==> src/rtl/vga_timing_pkg.sv <==
// 640x480@60 VGA geometry shared by the frame timer and its helpers.
// All coordinates are 10-bit unsigned; constants are typed to match the counters.
package vga_timing_pkg;

    typedef logic [9:0] coord_t;

    localparam coord_t H_VISIBLE = 10'd640;
    localparam coord_t H_FP      = 10'd16;
    localparam coord_t H_SYNC    = 10'd96;
    localparam coord_t H_BP      = 10'd48;
    localparam coord_t H_TOTAL   = 10'd800;

    localparam coord_t V_VISIBLE = 10'd480;
    localparam coord_t V_FP      = 10'd10;
    localparam coord_t V_SYNC    = 10'd2;
    localparam coord_t V_BP      = 10'd33;
    localparam coord_t V_TOTAL   = 10'd525;

    function automatic logic in_range(input coord_t v, input coord_t lo, input coord_t hi);
        return (v >= lo) && (v <= hi);
    endfunction

endpackage

==> src/rtl/sync_delay_line.sv <==
// Enabled shift register of DEPTH stages with a common reset value.
// DEPTH = 0 degenerates to a wire.
module sync_delay_line #(
    parameter int               DEPTH   = 1,
    parameter int               WIDTH   = 1,
    parameter logic [WIDTH-1:0] RST_VAL = '0
) (
    input  logic             clk_i,
    input  logic             rst_i,
    input  logic             en_i,
    input  logic [WIDTH-1:0] d_i,
    output logic [WIDTH-1:0] q_o
);

    generate
        if (DEPTH == 0) begin : g_pass
            logic unused_ctrl;
            assign unused_ctrl = ^{clk_i, rst_i, en_i};
            assign q_o         = d_i;
        end else begin : g_shift
            logic [WIDTH-1:0] stage_q [DEPTH];

            always_ff @(posedge clk_i) begin
                if (rst_i) begin
                    for (int i = 0; i < DEPTH; i++) stage_q[i] <= RST_VAL;
                end else if (en_i) begin
                    stage_q[0] <= d_i;
                    for (int i = 1; i < DEPTH; i++) stage_q[i] <= stage_q[i-1];
                end
            end

            assign q_o = stage_q[DEPTH-1];
        end
    endgenerate

endmodule

==> src/rtl/vga_frame_timer.sv <==
// VGA raster timing plus a frame-synchronous latch for the eight displayed hex nibbles.
// Nibbles only change on the frame_clk cycle, so a frame never shows a torn value.
module vga_frame_timer
    import vga_timing_pkg::*;
#(
    parameter int     CLK_DIV    = 2,
    parameter int     SYNC_DELAY = 1,
    // Vertical geometry is overridable so short rasters can be built; defaults are 480-line VGA.
    parameter coord_t V_ACT      = V_VISIBLE,
    parameter coord_t V_FRONT    = V_FP,
    parameter coord_t V_PULSE    = V_SYNC,
    parameter coord_t V_BACK     = V_BP
) (
    input  logic        Clk,
    input  logic        Reset,
    input  logic [31:0] disp_word,
    input  logic        disp_valid,
    output logic        pixel_ce,
    output logic [9:0]  DrawX,
    output logic [9:0]  DrawY,
    output logic        VGA_HS,
    output logic        VGA_VS,
    output logic        VGA_BLANK_N,
    output logic        frame_clk,
    output logic [3:0]  c1,
    output logic [3:0]  c2,
    output logic [3:0]  c3,
    output logic [3:0]  c4,
    output logic [3:0]  c5,
    output logic [3:0]  c6,
    output logic [3:0]  c7,
    output logic [3:0]  c8
);

    localparam int          CW       = (CLK_DIV > 1) ? $clog2(CLK_DIV) : 1;
    localparam logic [CW-1:0] CNT_LAST = CW'(CLK_DIV - 1);

    localparam coord_t H_LAST    = H_TOTAL - 10'd1;
    localparam coord_t H_SYNC_LO = H_VISIBLE + H_FP;
    localparam coord_t H_SYNC_HI = H_SYNC_LO + H_SYNC - 10'd1;
    localparam coord_t V_LINES   = V_ACT + V_FRONT + V_PULSE + V_BACK;
    localparam coord_t V_LAST    = V_LINES - 10'd1;
    localparam coord_t V_ACT_END = V_ACT - 10'd1;
    localparam coord_t V_SYNC_LO = V_ACT + V_FRONT;
    localparam coord_t V_SYNC_HI = V_SYNC_LO + V_PULSE - 10'd1;

    // {HS, VS, BLANK_N} while idle: syncs deasserted, picture blanked.
    localparam logic [2:0] SYNC_IDLE = 3'b110;

    logic [CW-1:0] cnt_q, cnt_d;
    coord_t        x_q, x_d, y_q, y_d;
    logic          frame_q, frame_d;
    logic [31:0]   disp_q, disp_d;
    logic [31:0]   pend_q, pend_d;
    logic          pend_vld_q, pend_vld_d;
    logic          pix_ce;

    assign pix_ce = !Reset && (cnt_q == CNT_LAST);

    always_comb begin
        cnt_d   = pix_ce ? '0 : cnt_q + CW'(1);
        x_d     = x_q;
        y_d     = y_q;
        frame_d = 1'b0;
        if (pix_ce) begin
            if (x_q == H_LAST) begin
                x_d     = '0;
                y_d     = (y_q == V_LAST) ? '0 : y_q + 10'd1;
                frame_d = (y_q == V_ACT_END);
            end else begin
                x_d = x_q + 10'd1;
            end
        end
    end

    // A strobe coinciding with frame_clk goes straight to the display and leaves pending idle.
    always_comb begin
        disp_d     = disp_q;
        pend_d     = pend_q;
        pend_vld_d = pend_vld_q;
        if (frame_q) begin
            if (disp_valid) begin
                disp_d = disp_word;
            end else if (pend_vld_q) begin
                disp_d = pend_q;
            end
            pend_vld_d = 1'b0;
        end else if (disp_valid) begin
            pend_d     = disp_word;
            pend_vld_d = 1'b1;
        end
    end

    always_ff @(posedge Clk) begin
        if (Reset) begin
            cnt_q      <= '0;
            x_q        <= '0;
            y_q        <= '0;
            frame_q    <= 1'b0;
            disp_q     <= '0;
            pend_q     <= '0;
            pend_vld_q <= 1'b0;
        end else begin
            cnt_q      <= cnt_d;
            x_q        <= x_d;
            y_q        <= y_d;
            frame_q    <= frame_d;
            disp_q     <= disp_d;
            pend_q     <= pend_d;
            pend_vld_q <= pend_vld_d;
        end
    end

    logic [2:0] sync_raw, sync_dly;

    assign sync_raw = {!in_range(x_q, H_SYNC_LO, H_SYNC_HI),
                       !in_range(y_q, V_SYNC_LO, V_SYNC_HI),
                       (x_q < H_VISIBLE) && (y_q < V_ACT)};

    sync_delay_line #(
        .DEPTH   (SYNC_DELAY),
        .WIDTH   (3),
        .RST_VAL (SYNC_IDLE)
    ) u_sync_dly (
        .clk_i (Clk),
        .rst_i (Reset),
        .en_i  (pix_ce),
        .d_i   (sync_raw),
        .q_o   (sync_dly)
    );

    // Gating keeps the idle levels during reset even when the delay line is a wire.
    assign {VGA_HS, VGA_VS, VGA_BLANK_N} = Reset ? SYNC_IDLE : sync_dly;

    assign pixel_ce  = pix_ce;
    assign DrawX     = x_q;
    assign DrawY     = y_q;
    assign frame_clk = frame_q;
    assign {c1, c2, c3, c4, c5, c6, c7, c8} = disp_q;

endmodule

==> config.mk <==
export PLATFORM = sky130hd
export DESIGN_NAME = vga_frame_timer
export DESIGN_NICKNAME = d
export VERILOG_FILES = /design/src/rtl/vga_timing_pkg.sv /design/src/rtl/sync_delay_line.sv /design/src/rtl/vga_frame_timer.sv
export SDC_FILE = /design/constraint.sdc
export NUM_CORES = 1
export LEC_CHECK = 0
export ABC_AREA = 1
export CAP_MARGIN = 20
export CORE_ASPECT_RATIO = 1.1
export CORE_MARGIN = 1
export CORE_UTILIZATION = 52
export CTS_BUF_LIST = sky130_fd_sc_hd__clkbuf_4 sky130_fd_sc_hd__clkbuf_8
export CTS_CLUSTER_DIAMETER = 150
export DETAILED_ROUTE_END_ITERATION = 10
export GPL_TIMING_DRIVEN = 0
export PLACE_DENSITY = 0.95
export SLEW_MARGIN = 30
export SYNTH_ARGS = -nofsm -noshare
export SYNTH_HDL_FRONTEND = slang
export SYNTH_SLANG_ARGS = --single-unit
==> constraint.sdc <==
create_clock -name Clk -period 1.8 [get_ports Clk]
set_input_delay 0.36 -clock Clk [delete_from_list [all_inputs] [get_ports Clk]]
set_output_delay 0.36 -clock Clk [all_outputs]
set_load 0.02 [all_outputs]
; Word-level counts from Yosys, hierarchy flattened
; Memories as Yosys holds them, arrays and structs flattened.
; Cells that the tools add are included.
; W data, S select, Z words.
[totals]
output_inout_bits = 57
ramBits = 3
wordCells = 50
input_bits = 35
regBits = 87
n_memories = 1
[classes]
n_bitwise = 3
n_eq_ne = 3
n_reduce_logical = 15
add_sub_neg = 3
magnitude_cmp = 6
mux = 12
[memory_table]
columns = name, words, width, read_ports, rd_clocked_by_memory_dff, wr, line
row1 = u_sync_dly.g_shift.stage_q, 1, 3, 1, 0, 1, sync_delay_line.sv:21  ; logic [WIDTH-1:0] stage_q [DEPTH];
[op_table]
columns = operator, n
row1 = $mux W32, 2
row2 = $add A10 B1 Y10 const B, 2
row3 = $eq A10 B10 Y1 const B, 2
row4 = $mux W10, 2
row5 = $eq A10 B9 Y1 const B, 1
row6 = $ge A10 B10 Y1 const B, 1
row7 = $ge A10 B9 Y1 const B, 1
row8 = $le A10 B10 Y1 const B, 1
row9 = $le A10 B9 Y1 const B, 1
row10 = $lt A10 B10 Y1 const B, 1
row11 = $lt A10 B9 Y1 const B, 1
row12 = $mux W1, 6
row13 = $mux W3, 2
row14 = $reduce_and A2 Y1, 3
row15 = $reduce_or A3 Y1, 2
row16 = $logic_and A1 B1 Y1, 4
row17 = $reduce_or A2 Y1, 2
row18 = $logic_not A1 Y1, 3
row19 = $not A1 Y1, 3
row20 = $reduce_bool A2 Y1, 1
row21 = $add A1 B1 Y1 const B, 1

; Longest topological paths before layout
; Gate-level depths: netlist of the first run.
[depth]
depth_word = 7
ltp_mapped = 9
ltp_nobuf = 9

; Cells and area by module
; From an unflattened synthesis of the first run, not the netlist that was laid out.
[unflattened]
hier_cells = 539
hier_area_um2 = 3975.1
[by_module_without_submodules]
columns = module, seq_area_each_um2, instances, cells_per_inst, area_each_um2
row1 = vga_frame_timer, 1741.7, 1, 525, 3841.2
row2 = sync_delay_line, 90.1, 1, 14, 133.9

; Least setup slack after synthesis of the first run
; No wires, ideal clock.
[synth_path]
path_type = register to register
from = register x_q[1] (netlist: DrawX[1])
to = register x_q[3] (netlist: DrawX[3])
setup_time_ps = 116
path_stages_with_launch = 8
period_less_slack_ps = 1466
required_time_ps = 1684
slack_ps = 334
n_path_buf = 0
t_arrival_ps = 1350
path_cell_list = dfxtp_1 > ha_1 > nand2_2 > nor2_4 > nand3_2 > nor2_4 > nor2_1 > and3_1
[synth_via]
elab_chain_cells = 2
word_cells_on_any_way = 3
cone_classes = 1 x add/sub / 1 x eq/ne / 1 x mux
[synth_rtl]
columns = item, line
row1 = start: declaration, vga_frame_timer.sv:51  ; coord_t x_q, x_d, y_q, y_d;
row2 = start signal: assignment, vga_frame_timer.sv:97  ; x_q <= '0;
row3 = start signal: assignment, vga_frame_timer.sv:105  ; x_q <= x_d;
row4 = $add A10 B1 Y10 or $eq A10 B10 Y1 (tied branches), "vga_frame_timer.sv:71, vga_frame_timer.sv:66"
row5 = $mux W10 *, vga_frame_timer.sv:66  ; if (x_q == H_LAST) begin
; Every way passes the cells marked *; elsewhere a longest branch is shown, timed or not.
; A chain may end at the register's enable or synchronous reset.

; Worst setup path after layout of the first run
[layout_path]
from = register x_q[6] (netlist: DrawX[6])
to = output port DrawX[6]
[layout_lines]
columns = item, line
row1 = end: declaration, vga_frame_timer.sv:19  ; output logic [9:0] DrawX,
; No word-level cell between the ends.

==> flow_metrics.env, run 1 <==
export IMPL_status="complete, no violations"
export IMPL_yosys_top_cells_count="a21oi_1 (108), dfxtp_1 (87), inv_1 (68), o21ai_0 (68), nor2_1 (63)"
export IMPL_gp_congestion=0.883
export IMPL_hp_class="in2reg"
export IMPL_antenna_left=0
export IMPL_synth_ff_type="dfxtp_1"
export IMPL_drt_iter0_markers=276
export IMPL_syn_inst=536
export IMPL_setup_worst_path_end_class="primary output"
export IMPL_critical_path_cell_chain="clkdlybuf4s50_1"
export IMPL_area_growth_pct=30.1
export IMPL_antenna_found_initial=0
export IMPL_first_pass_iters=5
export IMPL_synthArstFlopShare=0
export IMPL_maxCapViolations=0
export IMPL_dieHeight_um=93.4
export IMPL_start_util=0.551
export IMPL_grt_first_pass_wirelength_um=18000
export IMPL_synth_area_leaders="dfxtp_1 (44%), a21oi_1 (14%), o21ai_0 (8.6%), inv_1 (6.5%), nor2_1 (6.0%)"
export IMPL_n_antenna_cell=0
export IMPL_grt_total_usage=0.283
export IMPL_hold_end="DrawY[5]$_SDFFE_PP0P_"
export IMPL_drcViolationCount=0
export IMPL_fin_util=0.717
export IMPL_hold_path_cell_count=2
export IMPL_die_w_um=85.1
export IMPL_post_cts_buffers=0
export IMPL_min_from="Reset"
export IMPL_p_per_area_mw_per_mm2=741
export IMPL_grt_pass1_vias=3974
export IMPL_clock_latency_ns=0.37
export IMPL_yosys_cell_count_top_type="a21oi_1"
export IMPL_yosysUniqueCellTypes=32
export IMPL_hpwlAfterDp_um=7730
export IMPL_viasPerCell=5.73
export IMPL_io_pins=92
export IMPL_critical_path_class="reg2out"
export IMPL_layout_drive_gt1_share=0.0656
export IMPL_fmax_mhz=563
export IMPL_worst_slew_pin_transition_ns=0.520
export IMPL_ff2ff_setup_slack_ns=0.25
export IMPL_worst_setup_path_start_kind="flop"
export IMPL_setup_viol=0
export IMPL_die_area_mm2=0.00795
export IMPL_syn_nets=576
export IMPL_cts_tree="done"
export IMPL_num_vias=4153
export IMPL_required_ns=1.44
export IMPL_r2r_cells=8
export IMPL_seq_area_frac_synth=0.464
export IMPL_drv_slew=0
export IMPL_post_drt_wl_per_cell_um=14.9
export IMPL_yosys_register_bits=90
export IMPL_synth_top_area_frac=0.441
export IMPL_slew_headroom=0.653
export IMPL_grt_max_degree=18
export IMPL_cp_arrival_ns=1.42
export IMPL_io_buffer_count=90
export IMPL_clock_sinks=90
export IMPL_cts_root_buf="clkbuf_8"
export IMPL_cts_clk_slew_worst_paths_ns=0.09
export IMPL_period_needed_ns=1.78
export IMPL_nFillCells=539
export IMPL_syn_mean_instance_area_um2=7.37
export IMPL_crit_fanout=5
export IMPL_core_area_mm2=0.00717
export IMPL_design_area_mm2=0.00514
export IMPL_netlist_area_mm2=0.00395
export IMPL_rsz0062_at_grt="no"
export IMPL_htreeDepth=3
export IMPL_num_rows=32
export IMPL_finalCritPeriodShare=0.986
export IMPL_clockBufferDepth=2
export IMPL_nets=676
export IMPL_cts_hold_buffers=0
export IMPL_reg2reg_to="DrawY[9]$_SDFFE_PP0P_"
export IMPL_synth_edf_count=3
export IMPL_wl_um=10800
export IMPL_r2r_start="DrawX[1]$_SDFFE_PP0P_"
export IMPL_peakVddDrop_v=0.000497
export IMPL_yosysTopAreaCell="dfxtp_1"
export IMPL_crit_slowest_cell="clkdlybuf4s50_1"
export IMPL_multiInputGateArea_mm2=0.00172
export IMPL_grt_overflow=0
export IMPL_crit_family="buffers and inverters"
export IMPL_final_seq_area_mm2=0.00183
export IMPL_skew_ns=0.00946
export IMPL_total_power_mw=3.81
export IMPL_power_leakage_nw=2.11
export IMPL_critPathBufInv=1
export IMPL_place_area_mm2=0.00496
export IMPL_hold_viol_final=0
export IMPL_yosys_warnings=0
export IMPL_cpPeakStageDelay_ns=0.64
export IMPL_numCtsBuffers=9
-- routing by layer --
layer | global-route usage | wire [um]
met1 | 0.343 | 4470
met3 | 0.0538 | 717
met5 | 0 | 0
met4 | 0.140 | 329
met2 | 0.482 | 5290
-- worst max path at each step --
stage | startpoint | end | slack [ns] | depth (start not counted)
global placement | disp_valid | disp_q[20]$_SDFFE_PP0P_ | -0.09 | 5
finish | DrawX[6]$_SDFFE_PP0P_ | DrawX[6] | 0.02 | 1
floorplan | DrawX[1]$_SDFFE_PP0P_ | DrawX[3]$_SDFFE_PP0P_ | 0.33 | 7
detailed placement | disp_valid | disp_q[21]$_SDFFE_PP0P_ | -0.09 | 5
global route | cnt_q$_SDFF_PP0_ | pixel_ce | 0.003 | 3
CTS | DrawY[1]$_SDFFE_PP0P_ | DrawY[1] | 0.002 | 1
-- timing repair --
item,4_1_cts,5_1_grt
cloned,0,0
resized for setup,10,3
endpoints found under the setup margin,11,3
-- logic make-up (layout without fill, tap and decap cells) --
| group | Yosys count | in the layout | synth area share |
|---|---|---|---|
| adder cells (fa/ha/maj) | 5 | 5 | 0.0158 |
| flip-flops | 90 | 90 | 0.464 |
| XOR/XNOR | 1 | 1 | 0.00222 |
| AO/OA/AOI/OAI | 184 | 184 | 0.236 |
| AND/OR/NAND/NOR | 156 | 156 | 0.181 |
| buffers and inverters | 100 | 204 | 0.102 |
-- layout by cell type (no fill, tap or decap), types with 2 or more instances in the layout --
cell and instances:
dlygate4sd2_1 10, buf_6 2, clkbuf_1 17, nor2_1 63
nor3_1 6, inv_2 3, buf_2 6, inv_1 68
clkinv_2 2, o21ai_1 4, o21ai_0 68, nand4_1 3
nand3_2 2, or2_2 2, a21oi_1 108, nand3_1 18
dlymetal6s2s_1 3, edfxtp_1 3, nor2_4 3, dfxtp_1 87
clkdlybuf4s50_1 77, nand2_1 52, clkbuf_2 2, ha_1 5
nor2_2 2, clkbuf_8 9
-- registers in the layout, indices dropped and copies added, names as in the netlist --
signal / flops
disp_q: 32
pend_q: 32
frame_clk: 1
cnt_q: 1
DrawY: 10
pend_vld_q: 1
u_sync_dly.g_shift.stage_q: 3
DrawX: 10
-- stage by stage --
step	hold WS (ns)	setup TNS [ns]	instances	setup slack, ns
6_report	0.264	0	725	0.0244
5_1_grt	0.276	0	725	0.00323
4_1_cts	0.261	0	725	0.00214
3_5_place_dp	0.445	-1.86	711	-0.0899
3_3_place_gp	0.437	-1.51	711	-0.0885
2_1_floorplan	0.430	0	536	0.334
-- area by class of cell --
cell class,count,share of cell area
Tap cell,85,0.0207
Buffer,27,0.0246
Clock inverter,6,0.0129
Sequential cell,90,0.356
Timing Repair Buffer,90,0.174
Inverter,72,0.0528
Multi-Input combinational cell,346,0.334
Clock buffer,9,0.0241
-- where the power goes --
| part | internal [mW] | total [mW] | switching, mW |
|---|---|---|---|
| logic | 0.151 | 0.363 | 0.212 |
| registers | 2.06 | 2.08 | 0.0197 |
| clock network | 0.639 | 1.37 | 0.727 |
Note: power is estimated with default switching activity, not from simulation.
==> inputs of run 2 (changes only) <==
--- a/config.mk
+++ b/config.mk
@@ -8,12 +8,13 @@
 export ABC_AREA = 1
 export CAP_MARGIN = 20
 export CORE_ASPECT_RATIO = 1.1
-export CORE_MARGIN = 1
+export CORE_MARGIN = 2
 export CORE_UTILIZATION = 52
 export CTS_BUF_LIST = sky130_fd_sc_hd__clkbuf_4 sky130_fd_sc_hd__clkbuf_8
 export CTS_CLUSTER_DIAMETER = 150
 export DETAILED_ROUTE_END_ITERATION = 10
 export GPL_TIMING_DRIVEN = 0
+export HOLD_SLACK_MARGIN = 0.05
 export PLACE_DENSITY = 0.95
 export SLEW_MARGIN = 30
 export SYNTH_ARGS = -nofsm -noshare
==> run 2 against run 1 <==
  * Clock power decreased by 6%
  * Clock skew increased by 0.0016 ns
  * Critical endpoint is now DrawX[2]
  * Largest power group unchanged
  * Cell count increased by 0.55%
==> flow_metrics.env, run 2 (synthesized netlist as in run 1, its figures left out) <==
export IMPL_hold_viol_final=0
export IMPL_grt_max_degree=17
export IMPL_status="complete, no violations"
export IMPL_p_per_area_mw_per_mm2=725
export IMPL_skew_ns=0.0110
export IMPL_clock_sinks=90
export IMPL_wl_um=10500
export IMPL_drt_iter0_markers=171
export IMPL_maxCapViolations=0
export IMPL_place_area_mm2=0.00496
export IMPL_hp_class="in2reg"
export IMPL_io_pins=92
export IMPL_die_w_um=87.1
export IMPL_num_rows=33
export IMPL_setup_worst_path_end_class="primary output"
export IMPL_critPathBufInv=1
export IMPL_drv_slew=0
export IMPL_viasPerCell=5.50
export IMPL_finalCritPeriodShare=0.981
export IMPL_n_antenna_cell=0
export IMPL_fin_util=0.691
export IMPL_power_leakage_nw=2.14
export IMPL_cp_arrival_ns=1.41
export IMPL_worst_slew_pin_transition_ns=0.473
export IMPL_required_ns=1.44
export IMPL_cp_startpoint="DrawX[2]$_SDFFE_PP0P_"
export IMPL_num_vias=4011
export IMPL_most_common_layout_cells="a21oi_1 (108), dfxtp_1 (87), clkdlybuf4s50_1 (74)"
export IMPL_peakVddDrop_v=0.000453
export IMPL_period_needed_ns=1.77
export IMPL_final_common_cell="a21oi_1"
export IMPL_crit_fanout=4
export IMPL_grt_total_usage=0.256
export IMPL_die_area_mm2=0.00831
export IMPL_grt_overflow=0
export IMPL_slew_headroom=0.684
export IMPL_area_growth_pct=30.1
export IMPL_dieHeight_um=95.4
export IMPL_start_util=0.531
export IMPL_r2r_start="frame_clk$_SDFF_PP0_"
export IMPL_grt_pass1_vias=3817
export IMPL_reg_top3="disp_q (32), pend_q (32)"
export IMPL_fmax_mhz=566
export IMPL_antenna_found_initial=0
export IMPL_critical_path_class="reg2out"
export IMPL_clockBufferDepth=2
export IMPL_cts_root_buf="clkbuf_8"
export IMPL_htreeDepth=3
export IMPL_post_drt_wl_per_cell_um=14.4
export IMPL_design_area_mm2=0.00514
export IMPL_gp_congestion=0.909
export IMPL_first_pass_iters=7
export IMPL_layout_drive_gt1_share=0.0685
export IMPL_cpPeakStageDelay_ns=0.63
export IMPL_cts_tree="done"
export IMPL_core_area_mm2=0.00743
export IMPL_worst_setup_path_start_kind="flop"
export IMPL_drcViolationCount=0
export IMPL_hpwlAfterDp_um=7660
export IMPL_io_buffer_count=90
export IMPL_numCtsBuffers=9
export IMPL_crit_family="buffers and inverters"
export IMPL_setup_viol=0
export IMPL_clock_latency_ns=0.37
export IMPL_nets=677
export IMPL_grt_first_pass_wirelength_um=16900
export IMPL_critical_path_cell_chain="clkdlybuf4s50_1"
export IMPL_cts_clk_slew_worst_paths_ns=0.09
export IMPL_post_cts_buffers=0
export IMPL_crit_slowest_cell="clkdlybuf4s50_1"
export IMPL_antenna_left=0
export IMPL_rsz0062_at_grt="no"
export IMPL_min_from="Reset"
==> run 2: repair_timing <==
| item | in CTS | in global routing |
|---|---|---|
| resized for setup | 13 | 4 |
| setup endpoints to repair | 12 | 4 |
| hold buffers | 0 | 0 |
| cloned | 0 | 0 |
==> run 2: layout make-up <==
cell class | count | area (um2)
Fill cell | 578 | 2290
Sequential cell | 90 | 1830
Multi-Input combinational cell | 346 | 1720
Timing Repair Buffer | 90 | 896
Inverter | 72 | 272
Clock buffer | 10 | 131
Buffer | 28 | 131
Tap cell | 87 | 109
Clock inverter | 6 | 51.3
==> run 2: final timing paths <==
check	endpoint	slack, ns	cells past startpoint
worst max-delay path	DrawX[2]	0.03	1
worst min-delay path	cnt_q$_SDFF_PP0_	0.23	2
worst max register to register	disp_q[15]$_SDFFE_PP0P_	0.27	4
worst min register to register	pend_q[13]$_SDFFE_PP0P_	0.46	2
==> run 2: routing by layer <==
metal | global-route usage | vias to the layer above | wire length [um]
met3 | 0.0407 | 29 | 643
met1 | 0.308 | 1847 | 4390
li1 | - | 1961 | -
met2 | 0.427 | 174 | 5090
met4 | 0.155 | 0 | 367
met5 | 0 | - | 0
==> run 2: where the power goes <==
group	total (mW)	internal, mW	switching, mW	leakage (nW)
clock	1.29	0.535	0.755	0.0923
sequential	2.08	2.06	0.0198	0.735
combinational	0.359	0.151	0.208	1.31
==> run 2: through the flow <==
stage | setup WS, ns | hold WS, ns | cells | total power [mW] | setup TNS (ns)
2_1_floorplan | 0.334 | 0.430 | 536 | 2.32 | 0
3_3_place_gp | -0.116 | 0.436 | 713 | 2.46 | -2.25
3_5_place_dp | -0.144 | 0.444 | 713 | 2.48 | -3.61
4_1_cts | 0.0169 | 0.231 | 729 | 3.74 | 0
5_1_grt | 0.00556 | 0.259 | 729 | 3.85 | 0
6_report | 0.0333 | 0.233 | 729 | 3.73 | 0
